<file path="config.mk">
export PLATFORM = sky130hd
export DESIGN_NAME = gbe_tx_pkt_scheduler_flat
export DESIGN_NICKNAME = d
export VERILOG_FILES = /design/src/rtl/gbe_tx_pkt_scheduler_pkg.sv /design/src/rtl/gbe_tx_pkt_scheduler_if.sv /design/src/rtl/gbe_tx_pkt_scheduler_rr_arbiter.sv /design/src/rtl/gbe_tx_pkt_scheduler.sv /design/src/flat_wrapper.sv
export SDC_FILE = /design/constraint.sdc
export NUM_CORES = 1
export LEC_CHECK = 0
export CAP_MARGIN = 40
export CORE_ASPECT_RATIO = 0.9
export CORE_MARGIN = 8
export CORE_UTILIZATION = 40
export CTS_CLUSTER_DIAMETER = 100
export DETAILED_ROUTE_END_ITERATION = 10
export PLACE_DENSITY = 0.74
export SYNTH_ARGS = -nofsm -noshare
export SYNTH_HDL_FRONTEND = slang
export SYNTH_SLANG_ARGS = --single-unit
</file>
<file path="constraint.sdc">
create_clock -name clk -period 4.7 [get_ports clk]
set_clock_uncertainty 0.1 [all_clocks]
set_input_delay 0.47 -clock clk [delete_from_list [all_inputs] [get_ports clk]]
set_output_delay 0.47 -clock clk [all_outputs]
set_load 0.005 [all_outputs]
</file>
<file path="src/rtl/gbe_tx_pkt_scheduler_pkg.sv">
// Shared definitions for the 10GbE transmit packet scheduler: FSM states,
// header word layout and the source-read to transmit latency.
package gbe_sched_pkg;

  typedef enum logic [1:0] {
    ST_IDLE    = 2'd0,
    ST_HDR     = 2'd1,
    ST_PAYLOAD = 2'd2,
    ST_DRAIN   = 2'd3
  } state_e;

  // Header word: {seq, source id, reserved byte}, left-aligned in 64 bits.
  localparam int HDR_W     = 64;
  localparam int SEQ_W_DEF = 48;
  localparam int SRC_ID_W  = 8;
  localparam int RSVD_W    = 8;
  localparam int SEQ_MAX_W = HDR_W - SRC_ID_W - RSVD_W;

  localparam logic [RSVD_W-1:0] HDR_RSVD = '0;

  // Cycles from a source read strobe to the matching tx_valid beat.
  localparam int RD_LAT = 2;

endpackage

</file>
<file path="src/rtl/gbe_tx_pkt_scheduler_if.sv">
// Transmit-side bus between the scheduler and the 10GbE core.
interface gbe_tx_pkt_scheduler_if;
  import gbe_sched_pkg::*;

  logic             tx_valid;
  logic [HDR_W-1:0] tx_data;
  logic             tx_end_of_frame;
  logic [31:0]      tx_dest_ip;
  logic [15:0]      tx_dest_port;
  logic             tx_afull;
  logic             tx_overflow;

  modport master (
    output tx_valid, tx_data, tx_end_of_frame, tx_dest_ip, tx_dest_port,
    input  tx_afull, tx_overflow
  );

  modport slave (
    input  tx_valid, tx_data, tx_end_of_frame, tx_dest_ip, tx_dest_port,
    output tx_afull, tx_overflow
  );

endinterface

</file>
<file path="src/rtl/gbe_tx_pkt_scheduler_rr_arbiter.sv">
// Combinational round-robin search: grants the first requester above the
// previously served index, wrapping at N. The last index is registered by
// the parent; gnt is only driven while load is high, idx always reflects
// the search result.
module rr_arbiter
  import gbe_sched_pkg::*;
#(
  parameter int N = 4,
  localparam int IW = (N > 1) ? $clog2(N) : 1
) (
  input  logic [N-1:0]  req,
  input  logic [IW-1:0] last,
  input  logic          load,
  output logic [N-1:0]  gnt,
  output logic [IW-1:0] idx
);

  logic          found;
  logic [IW-1:0] cand;

  // Walk last+1, last+2, ... modulo N and take the first set request
  always_comb begin
    gnt   = '0;
    idx   = '0;
    found = 1'b0;
    cand  = '0;
    for (int k = 1; k <= N; k++) begin
      cand = IW'((int'(last) + k) % N);
      if (!found && req[cand]) begin
        found     = 1'b1;
        idx       = cand;
        gnt[cand] = load;
      end
    end
  end

endmodule

</file>
<file path="src/rtl/gbe_tx_pkt_scheduler.sv">
// Round-robin packet scheduler sharing one 10GbE transmit port between
// N_SRC packet FIFOs. Each packet is a header word followed by
// PAYLOAD_WORDS words read from the granted source; reads pause while the
// core signals almost-full.
module gbe_tx_pkt_scheduler
  import gbe_sched_pkg::*;
#(
  parameter int N_SRC         = 4,
  parameter int PAYLOAD_WORDS = 128,
  parameter int SEQ_W         = SEQ_W_DEF
) (
  input  logic                  clk,
  input  logic                  rst,
  input  logic                  en,
  input  logic [N_SRC-1:0]      src_pkt_avail,
  output logic [N_SRC-1:0]      src_rd,
  input  logic [N_SRC*64-1:0]   src_data,
  input  logic [31:0]           dest_ip_base,
  input  logic [15:0]           dest_port,
  gbe_tx_pkt_scheduler_if.master tx,
  output logic                  busy,
  output logic [31:0]           pkt_cnt,
  output logic [15:0]           overflow_cnt
);

  localparam int IDX_W = (N_SRC > 1) ? $clog2(N_SRC) : 1;
  localparam int WC_W  = $clog2(PAYLOAD_WORDS);
  localparam logic [WC_W-1:0]  WC_LAST  = WC_W'(PAYLOAD_WORDS - 1);
  localparam logic [IDX_W-1:0] IDX_LAST = IDX_W'(N_SRC - 1);

  state_e              state_q, state_d;
  logic [IDX_W-1:0]    g_q, last_q;
  logic [WC_W-1:0]     wc_q;
  logic [SEQ_W-1:0]    seq_q;
  logic [31:0]         dest_ip_q;
  logic [15:0]         dest_port_q;
  logic [31:0]         pkt_cnt_q;
  logic [15:0]         ovf_cnt_q;

  logic                vld_p0_q, eof_p0_q;
  logic                tx_valid_q, tx_eof_q;
  logic [HDR_W-1:0]    tx_data_q;

  logic                arb_load;
  logic [N_SRC-1:0]    arb_gnt;
  logic [IDX_W-1:0]    arb_idx;

  logic                grant, hdr_fire, rd_fire, rd_last, pkt_done;
  logic [HDR_W-1:0]    src_word [N_SRC];

  function automatic logic [HDR_W-1:0] build_hdr(input logic [SEQ_W-1:0] seq,
                                                  input logic [IDX_W-1:0] id);
    logic [HDR_W-1:0] h;
    h = '0;
    h[HDR_W-1 -: SEQ_W]                            = seq;
    h[HDR_W-1-SEQ_W -: SRC_ID_W]                   = SRC_ID_W'(id);
    h[HDR_W-1-SEQ_W-SRC_ID_W -: RSVD_W]            = HDR_RSVD;
    return h;
  endfunction

  for (genvar i = 0; i < N_SRC; i++) begin : g_unpack
    assign src_word[i] = src_data[i*64 +: 64];
  end

  // The arbiter only searches while idle and enabled; en is ignored mid-packet
  assign arb_load = (state_q == ST_IDLE) && en;

  rr_arbiter #(.N(N_SRC)) u_arb (
    .req  (src_pkt_avail),
    .last (last_q),
    .load (arb_load),
    .gnt  (arb_gnt),
    .idx  (arb_idx)
  );

  // Next-state and per-cycle strobes for the packet sequencer
  always_comb begin
    state_d  = state_q;
    src_rd   = '0;
    grant    = 1'b0;
    hdr_fire = 1'b0;
    rd_fire  = 1'b0;
    rd_last  = 1'b0;
    pkt_done = 1'b0;
    case (state_q)
      ST_IDLE: begin
        if (|arb_gnt) begin
          grant   = 1'b1;
          state_d = ST_HDR;
        end
      end
      ST_HDR: begin
        if (!tx.tx_afull) begin
          hdr_fire = 1'b1;
          state_d  = ST_PAYLOAD;
        end
      end
      ST_PAYLOAD: begin
        if (!tx.tx_afull) begin
          rd_fire = 1'b1;
          src_rd  = N_SRC'(1) << g_q;
          if (wc_q == WC_LAST) begin
            rd_last = 1'b1;
            state_d = ST_DRAIN;
          end
        end
      end
      ST_DRAIN: begin
        // Close the packet in the cycle its EOF beat is on the bus
        if (tx_eof_q) begin
          pkt_done = 1'b1;
          state_d  = ST_IDLE;
        end
      end
      default: state_d = ST_IDLE;
    endcase
  end

  // Sequencer state, grant bookkeeping and software-visible counters
  always_ff @(posedge clk) begin
    if (rst) begin
      state_q     <= ST_IDLE;
      g_q         <= '0;
      last_q      <= IDX_LAST;
      wc_q        <= '0;
      seq_q       <= '0;
      dest_ip_q   <= '0;
      dest_port_q <= '0;
      pkt_cnt_q   <= '0;
      ovf_cnt_q   <= '0;
    end else begin
      state_q <= state_d;
      if (grant) begin
        g_q         <= arb_idx;
        dest_ip_q   <= dest_ip_base + 32'(arb_idx);
        dest_port_q <= dest_port;
      end
      if (hdr_fire) begin
        wc_q <= '0;
      end else if (rd_fire) begin
        wc_q <= wc_q + WC_W'(1);
      end
      if (pkt_done) begin
        pkt_cnt_q <= pkt_cnt_q + 32'd1;
        seq_q     <= seq_q + SEQ_W'(1);
        last_q    <= g_q;
      end
      if (tx.tx_overflow && (ovf_cnt_q != 16'hFFFF)) begin
        ovf_cnt_q <= ovf_cnt_q + 16'd1;
      end
    end
  end

  // Stage p0: tag the read issued this cycle; its source word arrives next cycle
  always_ff @(posedge clk) begin
    if (rst) begin
      vld_p0_q <= 1'b0;
      eof_p0_q <= 1'b0;
    end else begin
      vld_p0_q <= rd_fire;
      eof_p0_q <= rd_last;
    end
  end

  // Output stage: register either the header or the returned payload word
  always_ff @(posedge clk) begin
    if (rst) begin
      tx_valid_q <= 1'b0;
      tx_eof_q   <= 1'b0;
      tx_data_q  <= '0;
    end else begin
      tx_valid_q <= vld_p0_q | hdr_fire;
      tx_eof_q   <= eof_p0_q;
      if (vld_p0_q) begin
        tx_data_q <= src_word[g_q];
      end else if (hdr_fire) begin
        tx_data_q <= build_hdr(seq_q, g_q);
      end
    end
  end

  assign tx.tx_valid        = tx_valid_q;
  assign tx.tx_data         = tx_data_q;
  assign tx.tx_end_of_frame = tx_eof_q;
  assign tx.tx_dest_ip      = dest_ip_q;
  assign tx.tx_dest_port    = dest_port_q;

  assign busy         = (state_q != ST_IDLE);
  assign pkt_cnt      = pkt_cnt_q;
  assign overflow_cnt = ovf_cnt_q;

endmodule
</file>
<file path="src/flat_wrapper.sv">
// flat-port wrapper written by rule: the top's interface ports become plain ports
module gbe_tx_pkt_scheduler_flat import gbe_sched_pkg::*;
#(
  parameter int N_SRC         = 4,
  parameter int PAYLOAD_WORDS = 128,
  parameter int SEQ_W         = SEQ_W_DEF
)
  (clk, rst, en, src_pkt_avail, src_rd, src_data, dest_ip_base, dest_port, busy, pkt_cnt, overflow_cnt, tx_tx_valid, tx_tx_data, tx_tx_end_of_frame, tx_tx_dest_ip, tx_tx_dest_port, tx_tx_afull, tx_tx_overflow);
  gbe_tx_pkt_scheduler_if tx_i ();
  input  logic clk;
  input  logic rst;
  input  logic en;
  input  logic [N_SRC-1:0] src_pkt_avail;
  output logic [N_SRC-1:0] src_rd;
  input  logic [N_SRC*64-1:0] src_data;
  input  logic [31:0] dest_ip_base;
  input  logic [15:0] dest_port;
  output logic busy;
  output logic [31:0] pkt_cnt;
  output logic [15:0] overflow_cnt;
  output wire logic [$bits(tx_i.tx_valid)-1:0] tx_tx_valid;
  output wire logic [$bits(tx_i.tx_data)-1:0] tx_tx_data;
  output wire logic [$bits(tx_i.tx_end_of_frame)-1:0] tx_tx_end_of_frame;
  output wire logic [$bits(tx_i.tx_dest_ip)-1:0] tx_tx_dest_ip;
  output wire logic [$bits(tx_i.tx_dest_port)-1:0] tx_tx_dest_port;
  input wire logic [$bits(tx_i.tx_afull)-1:0] tx_tx_afull;
  input wire logic [$bits(tx_i.tx_overflow)-1:0] tx_tx_overflow;
  assign tx_tx_valid = tx_i.tx_valid;
  assign tx_tx_data = tx_i.tx_data;
  assign tx_tx_end_of_frame = tx_i.tx_end_of_frame;
  assign tx_tx_dest_ip = tx_i.tx_dest_ip;
  assign tx_tx_dest_port = tx_i.tx_dest_port;
  assign tx_i.tx_afull = tx_tx_afull;
  assign tx_i.tx_overflow = tx_tx_overflow;
  gbe_tx_pkt_scheduler #(.N_SRC(N_SRC), .PAYLOAD_WORDS(PAYLOAD_WORDS), .SEQ_W(SEQ_W)) u_core (.clk(clk), .rst(rst), .en(en), .src_pkt_avail(src_pkt_avail), .src_rd(src_rd), .src_data(src_data), .dest_ip_base(dest_ip_base), .dest_port(dest_port), .tx(tx_i), .busy(busy), .pkt_cnt(pkt_cnt), .overflow_cnt(overflow_cnt));
endmodule
</file>
==> results.json <==
{
  "ys.flop_type": "dfxtp_1",
  "p_int_mw": 4.150,
  "start_kind": "register",
  "setup_violations": 0,
  "switchingPower_mw": 1.600,
  "ys_warn_count": 0,
  "hold_path_depth": 1,
  "maxCapViolCount": 0,
  "synth_area_leader_cell": "dfxtp_1",
  "clock_path_buffers": 3,
  "pin_count": 480,
  "synth-async-reset-ratio_pct": 0,
  "critPathMaxFanout": 9,
  "status": "finished, final reports clean",
  "report.final.slew_viol_count": 0,
  "holdBufCountCts": 0,
  "place.port_buffers": 479,
  "die_w_um": 201.3,
  "drt-initial-drc-count": 637,
  "fin_cells": 2281,
  "yosysSeqAreaShare_pct": 36.43,
  "core-area_sq_mm": 0.03068,
  "r2r.worst_path.cells": 12,
  "synth_edf_count": 0,
  "grt_pass1_wl_mm": 66.73,
  "totalWireLength_mm": 42.73,
  "hold_viol_final": 0,
  "vias": 12050,
  "synth_top_cell_area_share_pct": 36.43,
  "period_needed_ps": 4316,
  "synth_area_sq_mm": 0.01237,
  "numCtsBuffers": 25,
  "area_growth_syn_to_layout_pct": 48.56,
  "post_drt_wl_per_cell_um": 18.73,
  "grt.overflow.total": 0,
  "grt_antenna_before_repair": 1,
  "grt_pass1_vias": 12110,
  "drc_errors": 0,
  "crit_type": "reg -> reg",
  "ys_types": 65,
  "crit_arrival_ps": 4580,
  "synth_area_leaders": "dfxtp_1, mux4_2, nor2_1, a21oi_1, nand2_1",
  "syn_inst": 1423,
  "period_share_pct": 91.82,
  "grt_use_total_pct": 21.92,
  "dpl.hpwl_mm": 33.10,
  "crit_path_end_kind": "register",
  "placed_cells": 2235,
  "fp.dieH_um": 182.8,
  "comb_power_share_pct": 26.5,
  "h-tree-depth": 1,
  "rows": 61,
  "ir_drop_mv": 0.2170,
  "clock_latency_ps": 510,
  "avgViaCountPerCell": 5.283,
  "final_cell_area_sq_mm": 0.01837,
  "drive_above_1_share_pct": 10.15,
  "initial_core_util_pct": 40.30,
  "setup_slack_ps": 384.4,
  "ys_top_cells_by_count": "nor2_1, dfxtp_1, nand2_1",
  "place_worst_setup_slack_ps": 193.5,
  "tightest_slew_ps": 792.8,
  "placed_cell_area_sq_mm": 0.01749,
  "drt_pass1_iterations": 5,
  "max_freq_ghz": 0.2317,
  "clockRootBuffer": "clkbuf_16",
  "cts_tree": "built",
  "grt_max_degree": 101,
  "hold_path.class": "reg -> reg",
  "leakagePower_nw": 6.366,
  "antenna_cells": 0,
  "power_frac_seq_pct": 37.8,
  "avgSynthCellArea_sq_um": 8.690,
  "die_area_sq_mm": 0.03680,
  "pwr-share-clk_pct": 35.7,
  "finalSetupTns_ps": 0,
  "cts.reportedPaths.clkPinSlew_ps": 60,
  "synth_nets": 1756,
  "cp.required_ps": 4960,
  "powerDensity_mw_per_mm2": 313.0,
  "ys_ff_latch": 225,
  "fin_hold_ws_ps": 354.7,
  "ant_nets": 0,
  "relSlewSlack_pct": 47.15,
  "yosysMostFrequentCell": "nor2_1",
  "rsz0062_at_grt": "no",
  "nets": 2186,
  "clkSinkCount": 225,
  "swShare_pct": 27.82,
  "gp_congestion": 0.8582
}
[stage by stage]
| stage | util (%) | total power, mW |
|---|---|---|
| floorplan | - | 3.004 |
| global placement | 56.83 | 3.704 |
| detailed placement | 56.99 | 3.747 |
| CTS | 59.86 | 5.820 |
| global route | 59.87 | 6.019 |
| finish | 59.87 | 5.750 |
[critical path, stage by stage, from the launching register on]
cell and delay, ps:
dfxtp_2 440, inv_1 180, ha_1 430, mux2_2 370, a2111oi_1 470, o221a_2 310
ha_1 190, fa_1 290, nand2_1 90, or4_1 720, nor3_1 310, xnor2_1 180
a211oi_2 90
[path summary, 6_finish.rpt]
path                                  from                                    end  slack [ps]
max          u_core.last_q[1]$_SDFFE_PP1P_  u_core.tx.tx_dest_ip[30]$_SDFFE_PP0P_         380
min             u_core.eof_p0_q$_SDFF_PP0_   u_core.tx.tx_end_of_frame$_SDFF_PP0_         350
max reg2reg  u_core.last_q[1]$_SDFFE_PP1P_  u_core.tx.tx_dest_ip[30]$_SDFFE_PP0P_         380
min reg2reg     u_core.eof_p0_q$_SDFF_PP0_   u_core.tx.tx_end_of_frame$_SDFF_PP0_         350
[state kept, by name (all words and copies together), names as in the netlist]
| signal | flops |
|---|---|
| u_core.tx.tx_end_of_frame | 1 |
| u_core.overflow_cnt | 16 |
| u_core.pkt_cnt | 32 |
| u_core.last_q | 2 |
| u_core.tx.tx_dest_ip | 32 |
| u_core.wc_q | 7 |
| u_core.tx.tx_valid | 1 |
| u_core.vld_p0_q | 1 |
| u_core.g_q | 2 |
| u_core.eof_p0_q | 1 |
| u_core.tx.tx_data | 64 |
| u_core.tx.tx_dest_port | 16 |
| u_core.state_q | 2 |
| u_core.seq_q | 48 |
[metal layers]
| metal | routed length (um) | track usage (%) | vias to the layer above |
|---|---|---|---|
| met2 | 21250 | 38.60 | 427 |
| met3 | 2867 | 5.256 | 44 |
| met4 | 701 | 3.737 | 0 |
| met1 | 17910 | 27.34 | 5677 |
| met5 | 0 | 0 | - |
| li1 | - | - | 5902 |
[what timing repair did]
| item | CTS | global route |
|---|---|---|
| gates resized for setup | 0 | 2 |
| setup endpoints to repair | 0 | 10 |
| setup buffers | 0 | 0 |
[cell families after synthesis]
kind of cell / Yosys count / share of synthesized area (%)
DFF: 225 / 36.43
xor gates and xnor gates: 91 / 6.445
muxes: 93 / 14.18
buffers and inverters: 126 / 4.422
and+or+nand+nor: 623 / 23.51
adders and majority gates: 20 / 2.084
AOI/OAI and AO/OA: 245 / 12.94
[placed cells by master (no fill, tap or decap), types with 3 or more instances in the layout]
master / netlist / layout
a21o_1: 3 / 3
clkbuf_16: 0 / 27
inv_1: 27 / 27
or3_1: 17 / 17
xor2_1: 42 / 42
o31ai_1: 6 / 6
dfxtp_1: 225 / 221
nor2_1: 231 / 231
nor3_1: 25 / 25
a311oi_1: 4 / 4
and4_1: 11 / 11
or4_1: 14 / 14
and3_1: 10 / 10
nor2b_1: 21 / 20
mux2i_1: 21 / 21
o21ai_0: 25 / 25
nor4_1: 8 / 8
nand3_1: 33 / 33
nand2b_1: 8 / 7
nand3b_1: 3 / 3
clkbuf_8: 0 / 7
buf_4: 5 / 18
dfxtp_4: 0 / 3
ha_1: 19 / 19
mux2_2: 7 / 7
a211oi_1: 7 / 7
nand4_1: 41 / 41
or2_2: 3 / 3
nor4bb_1: 3 / 3
nand2_1: 178 / 178
clkinv_2: 0 / 6
xnor2_1: 49 / 49
a21oi_1: 146 / 146
clkdlybuf4s50_1: 0 / 478
mux4_2: 65 / 65
nor4b_1: 4 / 4
a31o_2: 3 / 3
nor3b_1: 3 / 3
a211oi_2: 30 / 30
and2_1: 4 / 4
[area by class of cell]
cell class	count	area (sq um)
multi-input cells	1072	7337
clock buffers	35	765.7
inverters	27	101.3
fillers	2673	12310
flip-flops and latches	225	4517
clock inverters	11	115.1
repair buffers	502	5022
well taps	409	511.7
[power groups by stage]
stage	clock (mW)	combinational [mW]	sequential, mW
floorplan	0	0.847	2.16
detailed placement	0	1.53	2.21
finish	2.05	1.53	2.17
global route	2.18	1.65	2.19
CTS	2.11	1.54	2.17
global placement	0	1.48	2.23
Power figures use the tool's default switching activity.
